<file path="src/rtl/direction_input.sv">
// direction_input: debounced active-low buttons -> one-cold Snake direction, committed on update.
// Define REVERSE_BLOCK_EN to discard candidates that would reverse the snake onto itself.
module direction_input #(
    parameter int DEBOUNCE_CYCLES = 250000,
    parameter int CNT_W = 18
) (
    input  logic VGA_clk,
    input  logic reset,
    input  logic btn_up,
    input  logic btn_left,
    input  logic btn_down,
    input  logic btn_right,
    input  logic update,
    output logic up,
    output logic left,
    output logic down,
    output logic right,
    output logic committed
);
    typedef enum logic {IDLE, MOVING} state_t;
    state_t state, state_n;
    logic [3:0] raw, sync1, sync2, stable, ev, press, cand, opp;
    logic [3:0] pending, pending_n, dir, dir_n;
    logic [CNT_W-1:0] cnt [4];
    logic committed_n, blocked;
    assign raw = {btn_right, btn_down, btn_left, btn_up};
    always_ff @(posedge VGA_clk or posedge reset) begin
        if (reset) begin
            sync1 <= '1;
            sync2 <= '1;
            stable <= '1;
            for (int k = 0; k < 4; k++) cnt[k] <= '0;
        end else begin
            sync1 <= raw;
            sync2 <= sync1;
            for (int k = 0; k < 4; k++) begin
                if (sync2[k] == stable[k]) cnt[k] <= '0;
                else if (cnt[k] == CNT_W'(DEBOUNCE_CYCLES - 1)) begin
                    stable[k] <= sync2[k];
                    cnt[k] <= '0;
                end else cnt[k] <= cnt[k] + CNT_W'(1);
            end
        end
    end
    // A press is the cycle in which a debounced level is about to fall to 0
    genvar i;
    for (i = 0; i < 4; i++) begin : g_ev
        assign ev[i] = stable[i] & ~sync2[i] & (cnt[i] == CNT_W'(DEBOUNCE_CYCLES - 1));
    end
    assign press = ev[0] ? 4'b0001 : ev[1] ? 4'b0010 : ev[2] ? 4'b0100 : ev[3] ? 4'b1000 : 4'b0000;
    assign cand = |press ? press : pending;
    assign opp = {dir[1], dir[0], dir[3], dir[2]};
`ifdef REVERSE_BLOCK_EN
    assign blocked = (cand == opp);
`else
    assign blocked = 1'b0;
`endif
    always_comb begin
        state_n = state;
        dir_n = dir;
        pending_n = |press ? press : pending;
        committed_n = 1'b0;
        if (update && |cand) begin
            pending_n = '0;
            if (state == IDLE) begin
                state_n = MOVING;
                dir_n = cand;
                committed_n = 1'b1;
            end else if (cand != dir && !blocked) begin
                dir_n = cand;
                committed_n = 1'b1;
            end
        end
    end
    always_ff @(posedge VGA_clk or posedge reset) begin
        if (reset) begin
            state <= IDLE;
            dir <= '0;
            pending <= '0;
            committed <= 1'b0;
        end else begin
            state <= state_n;
            dir <= dir_n;
            pending <= pending_n;
            committed <= committed_n;
        end
    end
    assign {right, down, left, up} = ~dir;
endmodule

</file>
<file path="config.mk">
export PLATFORM = sky130hd
export DESIGN_NAME = direction_input
export DESIGN_NICKNAME = d
export VERILOG_FILES = /design/src/rtl/direction_input.sv
export SDC_FILE = /design/constraint.sdc
export NUM_CORES = 1
export LEC_CHECK = 0
export CORE_UTILIZATION = 66
export CTS_CLUSTER_DIAMETER = 30
export CTS_CLUSTER_SIZE = 10
export DETAILED_ROUTE_END_ITERATION = 7
export PLACE_DENSITY = 0.83
export SETUP_SLACK_MARGIN = 0.3
export SLEW_MARGIN = 20
export SYNTH_ARGS = -nofsm -noshare
export SYNTH_HDL_FRONTEND = slang
export SYNTH_SLANG_ARGS = --single-unit
</file>
<file path="constraint.sdc">
create_clock -name VGA_clk -period 8.16 [get_ports VGA_clk]
set_input_delay 1.632 -clock VGA_clk [delete_from_list [all_inputs] [get_ports VGA_clk]]
set_output_delay 1.632 -clock VGA_clk [all_outputs]
set_load 0.01 [all_outputs]
</file>
==> impl_results.md, run 1 <==
- Outcome: finished clean
- Num CTS Buffers: 9
- DR vias: ~3200
- Residual DRC count: 0
- Wirelength, routed: 8030 um
- IO buf count: 11
- Sinks on Clock Net: 94
- Gpl congestion: ~0.85
- CTS H-tree depth: 3
- Max-cap violations: 0
- Largest net degree at the start of global routing: 77
- Post-DP Area: between 4000 and 5000 sq um
- Slew headroom: 39.1%
- Routed wire per std cell: 14.7 um
- Most frequent cell after synthesis: nor2_1
- Average instance area after synthesis: 10.0 sq um
- Share of the synthesized area in the top cell type: a little under half
- Nets: 478
- Commonest cells in the netlist: 86 x nor2_1, 82 x dfrtp_1, 33 x nand3_1, 33 x xor2_1
- CP max stage cell: clkdlybuf4s50_1
- Crit Path Category: reg -> out
- DRT Pass-1 Iters: 4
- Drt via density: 5.84
- Vias in the first global route: 3187
- CP startpoint: dir[1]
- Post-route cell area: just under 5000 sq um
- Hold Fails Final Rpt: 0
- Slack of the critical path: 5.04 ns
- Crit path required time: 6.53 ns
- Hold Path Cell Cnt: 0
- Number of nets with antenna violations after routing: 0
- Max clock buf depth: 2
- Worst Path Arrival: around 1.5 ns
- Total Routing Usage GR: 25.2%
- Post-layout min period: between 3 and 4 ns
- Total power: 874 uW
- Initial Util: 69.9%
- Layout cells sized above 1: 10.9%
- Share of the yosys chip area belonging to registers: 52.2%
- PostCTS Resize Cnt: 0
- Initial DRC count: 158
- Reg2Reg Depth: 9
- Die Span X: between 80 and 90 um
- DIE AREA: 7210 sq um
- Worst hold-check path type: reg -> reg
- Root Buffer Master: clkbuf_8
- Top cells by area, synth: dfrtp_1 45%, nor2_1 7.1%, dfstp_2 6.9%
- Critical path's top delay family: buffers and inverters
- Final Skew: approximately 0.015 ns
- Number of flops mapped to enable cells by yosys: 0
- Max incr delay on CP: 0.57 ns
- Post-Synthesis Cells: 452
- Tcrit/Tclk final: 38.3%
- Diodes inserted: 0
- Critical Path Fanout Max: 4
- Std cell rows: 29
- Setup-failing EPs final: 0
- Grt ovf: 0
- Area Growth Syn to Fin: 8.66%
- Async S/R FF share, synth: 100%
- Number of top-level pins: 12
- Die Ht: 84.9 um
- Buf/Inv on CP: 2
- Ys flop type: dfrtp_1
- Mapped Area: 4540 sq um
- Area of the core: 6490 sq um
- First-pass GRT wire length: 14100 um
- Place WS: 4.97 ns
- Worst Setup Start Kind: register
- Yosys cell types: 54
- Setup_tns: 0 ns
- Flops & latches, synth: 94
- Min Hold Slack: 0.359 ns
- TritonCTS clock tree: built
- Hold path startpoint: sync1[0]
- Leak: 0.00216 uW
- Nature of the critical path endpoint: output pin
- Worst vdd ir: 0.000151 V
- Post-CTS setup buffers: 0
- Max Freq: 0.320 GHz
- Final Max Tran Viols: 0
- Synthesis Warnings: 0
- Net Count, Synth: 467
- Crit Reg-Reg Startpoint: cnt[54]
- Pwr per Cell Area: 177 nW/um^2
- Clk Latency, worst-skew pair: between 0.3 and 0.4 ns
- Detailed-placement wirelength estimate: 5550 um
- Hold buffer count at CTS: 0
- CP cell instances: inv_1 > clkdlybuf4s50_1
- Total stage count of the critical path: 2
- Initial antenna violation count: 0
- Clock slew at reported path FFs: 0.09 ns
- Leading area contributor after synthesis: dfrtp_1
- Least-Margin Pin Slew: 0.914 ns
- RSZ-0062 raised after global routing: no
flip-flops by register name, indices dropped and copies added, names as in the netlist:
| signal | cells |
|---|---|
| dir | 4 |
| cnt | 72 |
| sync2 | 4 |
| committed | 1 |
| pending | 4 |
| stable | 4 |
| state | 1 |
| sync1 | 4 |
final timing paths:
path / end / slack [ns]
worst max-delay path: left / 5.04
worst min-delay path: sync2[0] / 0.36
worst max register to register: dir[3] / 5.20
worst min register to register: sync2[0] / 0.36
max in group asynchronous: cnt[32] / 5.43
min in group asynchronous: cnt[70] / 1.53
layout by cell type (no fill, tap or decap), types with 2 or more instances in the layout:
cell type         n
o21ai_0           8
clkbuf_8         10
o22ai_1           2
clkinv_2          2
xor2_1           33
nand3_2           2
xnor2_1          27
dfstp_2          12
inv_1            17
nand4b_1          2
dfrtp_1          82
nand4_1           7
nor2_1           86
or3_1             6
nor4_1            4
bufinv_16         2
clkdlybuf4s50_1  11
nand3_1          33
nand2_1          27
or2_2             6
a21oi_1           8
mux2_2            4
nor3_1            5
and3_1           15
ha_1              8
nor4b_1           4
and4_1            4
nand2b_1          4
nor2b_1           5
per-stage QoR:
stage	std cells	utilization, %
after floorplan	452	-
after global placement	529	72.5
after detailed placement	529	72.5
after CTS	545	75.9
after global routing	545	75.9
final	545	75.9
logic make-up (layout without fill, tap and decap cells):
| family | Yosys count | count (layout) | share of synthesized area (%) |
|---|---|---|---|
| muxes | 4 | 4 | 0.993 |
| xor gates and xnor gates | 60 | 60 | 11.6 |
| DFF | 94 | 94 | 52.2 |
| buffers and inverters | 30 | 46 | 2.48 |
| and+or+nand+nor | 225 | 225 | 25.7 |
| adders and majority gates | 8 | 8 | 2.21 |
| AOI/OAI and AO/OA | 31 | 31 | 4.83 |
final cells by class:
class | count | area (sq um)
clock inverter | 5 | 81.3
sequential | 94 | 2370
fill | 430 | 1570
clock buffer | 11 | 141
inverter | 18 | 68.8
multi-input combinational | 328 | 2060
timing repair buffer | 12 | 118
tap | 77 | 96.3
worst reg2reg max path: cells and delay by family (launching register included):
kind,cells,cell delay [ns]
AO/OA/AOI/OAI,5,1.44
AND/OR/NAND/NOR,3,0.87
flip-flops,1,0.37
adder cells (fa/ha/maj),1,0.19
where the power goes:
| group | switching (uW) | internal (uW) | total, uW | leakage, uW |
|---|---|---|---|---|
| registers | 6.56 | 478 | 484 | 0.00125 |
| clock network | 157 | 182 | 338 | 0.000110 |
| logic | 31.1 | 20.5 | 51.7 | 0.000795 |
| total | 194 | 680 | 874 | 0.00216 |
layer usage:
layer  track usage, %  part of all wire, %  vias up
met5                0                    0        -
met4             9.71                  1.8        0
met3             5.45                  3.8       14
met2             42.6                   49       43
met1             32.0                   45     1568
li1                 -                    -     1557
Note: power is estimated with default switching activity, not from simulation.
==> run 2, diff against run 1 <==
Settings changed: CORE_UTILIZATION 66 to 61, PLACE_DENSITY 0.83 to 0.78.
Clock period 8.16 ns to 3.2 ns, I/O delays scaled along.
==> run 2 against run 1 <==
- final cell count up 5.0%
- clock-buffer cell count unchanged
- non-clock buffer count up 5
- combinational power rose to 2.6 times the previous value
- register-to-register slack worse by 4.8 ns
- worst hold slack worse by 0.0011 ns
- critical path depth up 6
- clock power up 120%
- worst setup slack worse by 4.6 ns
- global-route usage down 2.5 points
- sequential power rose to 2.5 times the previous value
==> impl_results.md, run 2 (synthesized netlist as in run 1, its figures left out) <==
- Routed wire per std cell: 13.9 um (-5.6%)
- FF/Latch Area: 2370 sq um (unchanged)
- Post-route cell area: 5000 sq um (+1.5%)
- Worst Setup Start Kind: register
- Pwr per Cell Area: 422 nW/um^2 (+140%)
- Number of nets with antenna violations after routing: 0 (unchanged)
- Grt ovf: 0 (unchanged)
- Initial antenna violation count: 0 (unchanged)
- Post-layout min period: 2.77 ns
- Outcome: finished clean
- Clk Latency, worst-skew pair: 0.37 ns (about the same)
- Multi-input gate area: 2080 sq um (+1.2%)
- Crit path required time: 3.48 ns (-3.05 ns)
- Layout Cells excl Fill: 572 (+5.0%)
- Largest net degree at the start of global routing: 67 (-13%)
- Worst Path Arrival: 3.05 ns (+1.56 ns)
- CTS H-tree depth: 3 (unchanged)
- CP max stage cell: or4_4
- Total Routing Usage GR: 22.7% (-2.5 points)
- Max incr delay on CP: 0.56 ns (about the same)
- Wirelength, routed: 7950 um (-0.90%)
- Total stage count of the critical path: 8 (+6)
- Nets: 483 (+1.0%)
- Worst hold-check path type: reg -> reg
- Final Max Tran Viols: 0 (unchanged)
- Worst vdd ir: 0.000318 V (+110%)
- Leak: 0.00218 uW (+1.1%)
- Detailed-placement wirelength estimate: 5480 um (-1.4%)
- Setup_tns: 0 ns (unchanged)
- Clock network power share: 35.2% (-3.5 points)
- Largest register FFs: 72 (unchanged)
- Die Span X: 88.2 um (+3.9%)
- Max-cap violations: 0 (unchanged)
- IO buf count: 11 (unchanged)
- First-pass GRT wire length: 13500 um (-4.3%)
- Nature of the critical path endpoint: register
- DR vias: 3198 (+0.50%)
- Max clock buf depth: 2 (unchanged)
- Diodes inserted: 0 (unchanged)
- Critical Path Fanout Max: 6 (+2)
- Reg with most FFs: cnt
- DRT Pass-1 Iters: 4 (unchanged)
- Drt via density: 5.59 (-4.2%)
- Post-DP Area: 4760 sq um (+1.1%)
- Gpl congestion: 0.838 (-1.2%)
- Min Hold Slack: 0.358 ns (-0.00110 ns)
- Area Growth Syn to Fin: 10.3%
- Least-Margin Pin Slew: 0.624 ns (-0.290 ns)
- Clock slew at reported path FFs: 0.10 ns (about the same)
- Layout fillers: 526 (+22%)
- Residual DRC count: 0 (unchanged)
- Crit Path Category: reg -> reg
- Placed cells: 552 (+4.3%)
- Std cell rows: 31 (+6.9%)
- Die Ht: 88.2 um (+3.9%)
- TritonCTS clock tree: built
- Initial DRC count: 184 (+16%)
- Initial Util: 62.9% (-7.0 points)
- Critical path's top delay family: compound AO/OA/AOI/OAI gates
- Tcrit/Tclk final: 86.6%
- Total power: 2110 uW (+140%)
- Final Skew: 0.0127 ns (-0.00237 ns)
- Sinks on Clock Net: 94 (unchanged)
- Cell internal pwr: 1600 uW (+140%)
- Flop pwr share: 58.4% (+3.0 points)
- Switching part of the total: 24.2% (+1.9 points)
- Buf/Inv on CP: 0 (-2)
- Setup-failing EPs final: 0 (unchanged)
- Num CTS Buffers: 9 (unchanged)
- Hold Fails Final Rpt: 0 (unchanged)
- DIE AREA: 7790 sq um (+8.0%)
- Slew headroom: 58.3% (+19 points)
- Max Freq: 0.361 GHz
- Area of the core: 7210 sq um (+11%)
- CP cell instances: or4_4 > nor4_4 > nand3_2 > a21boi_4 > a22o_1 > a2111o_1 > o31a_1 > o22ai_1
- Number of top-level pins: 12 (unchanged)
- Reg2Reg Depth: 8 (-1)
- Hold Path Cell Cnt: 0 (unchanged)
- Most frequent cells in the layout: 86 x nor2_1, 82 x dfrtp_1, 33 x nand3_1, 33 x xor2_1
- Comb pwr share: 6.3% (+0.4 points)
- Vias in the first global route: 3069 (-3.7%)
- RSZ-0062 raised after global routing: no
- Most common cell after layout, fill and taps aside: nor2_1
- P_sw: 511 uW (+160%)
- Layout cells sized above 1: 12.5% (+1.6 points)
- Root Buffer Master: clkbuf_8
-- run 2: path summary, 6_finish.rpt --
check                          from         to  slack [ns]
setup / recovery            cnt[29]     dir[3]        0.43
hold / removal             sync1[0]   sync2[0]        0.36
setup reg to reg            cnt[29]     dir[3]        0.43
hold reg to reg            sync1[0]   sync2[0]        0.36
max in group asynchronous     reset  stable[1]        1.75
min in group asynchronous     reset    cnt[26]        0.69
-- run 2: per-stage QoR --
step           utilization, %  setup slack [ns]
2_1_floorplan               -             0.639
3_3_place_gp             65.9             0.534
3_5_place_dp             65.9             0.442
4_1_cts                  68.6             0.400
5_1_grt                  69.4             0.280
6_report                 69.4             0.430
-- run 2: what timing repair did --
item                                    in CTS  in global routing
endpoints found under the setup margin       0                  2
gates resized for setup                      0                  5
hold buffers                                 0                  0
buffers inserted                             0                  4
-- run 2: layout make-up --
cell class	count	area share, %
clock inverters	5	0.825
flip-flops and latches	94	47.3
well taps	99	2.48
multi-input cells	328	41.6
repair buffers	17	3.35
clock buffers	11	3.03
inverters	18	1.43
-- run 2: routing by layer --
metal	GRT usage, %	wire length, um	up-vias
li1	-	-	1564
met1	30.0	3630	1567
met2	37.1	3920	55
met3	5.22	281	12
met4	7.92	123	0
met5	0	0	-
-- run 2: power by group through the flow --
| stage | Combinational (uW) | Sequential (uW) | Clock, uW |
|---|---|---|---|
| floorplan | 88.0 | 1250 | 0 |
| global placement | 133 | 1260 | 0 |
| detailed placement | 136 | 1260 | 0 |
| CTS | 137 | 1230 | 776 |
| global route | 152 | 1240 | 810 |
| finish | 134 | 1230 | 744 |
==> run 3, diff against run 2 <==
Settings changed: CORE_UTILIZATION 61 to 55, PLACE_DENSITY 0.78 to 0.74.
Clock period 3.2 ns to 2.2 ns, I/O delays scaled along.
==> run 3 against run 2 <==
- the flow now finishes with violations (setup timing)
- sequential share of layout area shrank 7.6 points
- final area grew 19%
- combinational power is 81% higher
- via count grew 13%
- core utilization grew 6.6 points
- non-clock buffer count up 86
- critical path type unchanged
- critical endpoint is now dir[2]
- largest power group unchanged
==> impl_results.md, run 3 (synthesized netlist as in run 1, its figures left out) <==
- Outcome: complete, but fails checks
- Failing checks: setup timing
- Least-Margin Pin Slew: 0.486 ns (-0.138 ns)
- Wirelength, routed: 10300 um (+30%)
- Routed wire per std cell: 15.6 um (+12%)
- RSZ-0062 raised after global routing: yes
- Tcrit/Tclk final: 116% (+29 points)
- First-pass GRT wire length: 16800 um (+24%)
- Crit Path Category: reg -> reg
- Pwr per Cell Area: 540 nW/um^2 (+28%)
- CP cell instances: or4_4 > nor4_4 > nand3_2 > a21boi_4 > a22o_1 > a2111o_1 > o31a_1 > o22ai_1
- Die Ht: 92.8 um (+5.2%)
- Worst Path Arrival: 2.82 ns (-0.23 ns)
- Hold Fails Final Rpt: 0 (unchanged)
- Clk Latency, worst-skew pair: 0.35 ns (-0.02 ns)
- Nature of the critical path endpoint: register
- Initial DRC count: 162 (-12%)
- Diodes inserted: 0 (unchanged)
- Cell internal pwr: 2460 uW (+54%)
- Sinks on Clock Net: 94 (unchanged)
- Reg with most FFs: cnt
- Residual DRC count: 0 (unchanged)
- CP startpoint: cnt[28]
- Nets: 571 (+18%)
- Setup_tns: -1.56 ns (-1.56 ns)
- Total Routing Usage GR: 24.9% (+2.2 points)
- Std cell rows: 32 (+3.2%)
- Vias in the first global route: 3695 (+20%)
- Worst hold-check path type: reg -> reg
- Gpl congestion: 0.882 (+5.3%)
- Die Span X: 92.8 um (+5.2%)
- Root Buffer Master: clkbuf_8
- Switching part of the total: 23.5% (-0.67 points)
- Leak: 0.00271 uW (+24%)
- Reg2Reg Depth: 8 (unchanged)
- Clock slew at reported path FFs: 0.09 ns (about the same)
- Most common cell after layout, fill and taps aside: dfrtp_1
- FF-to-FF setup slack: -0.34 ns (-0.77 ns)
- Hold path startpoint: sync1[2]
- Max-cap violations: 0 (unchanged)
- Post-layout min period: 2.54 ns (-0.227 ns)
- Largest register FFs: 72 (unchanged)
- Initial antenna violation count: 0 (unchanged)
- Largest net degree at the start of global routing: 37 (-45%)
- Place WS: -0.353 ns (-0.796 ns)
- Hold buffer count at CTS: 0 (unchanged)
- CP max stage cell: or4_4
- IO buf count: 11 (unchanged)
- Num CTS Buffers: 9 (unchanged)
- Worst vdd ir: 0.000408 V (+28%)
- Initial Util: 57.8% (-5.1 points)
- Placed cells: 635 (+15%)
- Slack of the critical path: -0.343 ns (-0.773 ns)
- DIE AREA: 8620 sq um (+11%)
- Max clock buf depth: 2 (unchanged)
- Drt via density: 5.46 (-2.4%)
- Most frequent cells in the layout: 82 x dfrtp_1, 80 x buf_4, 70 x nor2_1
- TritonCTS clock tree: built
- Crit path required time: 2.47 ns (-1.01 ns)
- Clock network power share: 36.6% (+1.4 points)
- Area Growth Syn to Fin: 31.4%
- CP Capture Point: dir[2]
- Setup-failing EPs final: 6 (+6)
- P_sw: 757 uW (+48%)
- DRT Pass-1 Iters: 4 (unchanged)
- DR vias: 3618 (+13%)
- CTS H-tree depth: 3 (unchanged)
- Layout cells sized above 1: 33.0% (+21 points)
- Slew headroom: 67.5% (+9.2 points)
- Critical Path Fanout Max: 3 (-3)
- Area of the core: 7850 sq um (+8.8%)
- Grt ovf: 0 (unchanged)
- Number of nets with antenna violations after routing: 0 (unchanged)
- FF-to-FF End: dir[2]
- Number of top-level pins: 12 (unchanged)
- Final Skew: 0.00783 ns (-0.00489 ns)
- Comb pwr share: 7.5% (+1.2 points)
- Flop pwr share: 55.9% (-2.5 points)
- Final Max Tran Viols: 0 (unchanged)
- Max Freq: 0.393 GHz (+8.9%)
- Layout Cells excl Fill: 663 (+16%)
- Detailed-placement wirelength estimate: 6780 um (+24%)
- Crit Reg-Reg Startpoint: cnt[28]
- Worst Setup Start Kind: register
- Max incr delay on CP: 0.55 ns (about the same)
-- run 3: cell types whose count changed in the layout (fill, tap and decap cells not counted), sizes merged --
cell,previous run,this run
clkinv,2,1
or2,6,8
inv,18,17
dlygate4sd2,0,3
clkdlybuf4s50,11,7
clkbuf,11,13
clkinvlp,3,2
dlymetal6s2s,0,1
buf,6,92
bufinv,0,1
-- run 3: worst max-delay path: cells and delay by family, from the launching register on --
kind / cells / cell delay [ns]
AND/OR/NAND/NOR: 3 / 0.86
flip-flops: 1 / 0.41
AO/OA/AOI/OAI: 5 / 1.20
-- run 3: repair_timing --
action | CTS | global route
setup buffers | 5 | 5
pin swaps | 14 | 15
cloned | 2 | 0
resized for setup | 22 | 53
setup endpoints to repair | 54 | 64
-- run 3: how the worst min path moves through the flow --
stage                to  cells past startpoint
3_5_place_dp   sync2[3]                      0
4_1_cts        sync2[2]                      0
6_report       sync2[2]                      0
5_1_grt        sync2[3]                      0
2_1_floorplan  sync2[0]                      0
3_3_place_gp   sync2[3]                      0
-- run 3: layer usage --
metal	global-route usage, %	up-vias	part of all wire [%]
li1	-	1739	-
met1	31.9	1814	43
met2	43.2	53	53
met3	4.76	12	2.8
met4	6.67	0	1.4
met5	0	-	0
-- run 3: layout make-up --
class                      count  area [sq um]
sequential                    94          2370
multi-input combinational    330          2330
fill                         527          1890
timing repair buffer         103           862
clock buffer                  13           159
tap                          102           128
inverter                      18          71.3
clock inverter                 3          42.5
-- run 3: metrics by stage --
| step | area (sq um) | utilization, % | power [uW] | hold slack, ns |
|---|---|---|---|---|
| after CTS | 5740 | 73.1 | 3220 | 0.357 |
| after global placement | 5410 | 68.9 | 2050 | 0.346 |
| final | 5960 | 75.9 | 3220 | 0.358 |
| after detailed placement | 5410 | 68.9 | 2050 | 0.348 |
| after floorplan | 4590 | - | 1950 | 0.345 |
| after global routing | 5960 | 75.9 | 3350 | 0.358 |
-- run 3: power groups by stage --
stage                     Sequential (uW)  Clock (uW)  Combinational (uW)
final                                1800        1180                 242
after global routing                 1800        1270                 269
after CTS                            1800        1190                 227
after detailed placement             1830           0                 226
after global placement               1830           0                 218
after floorplan                      1820           0                 132
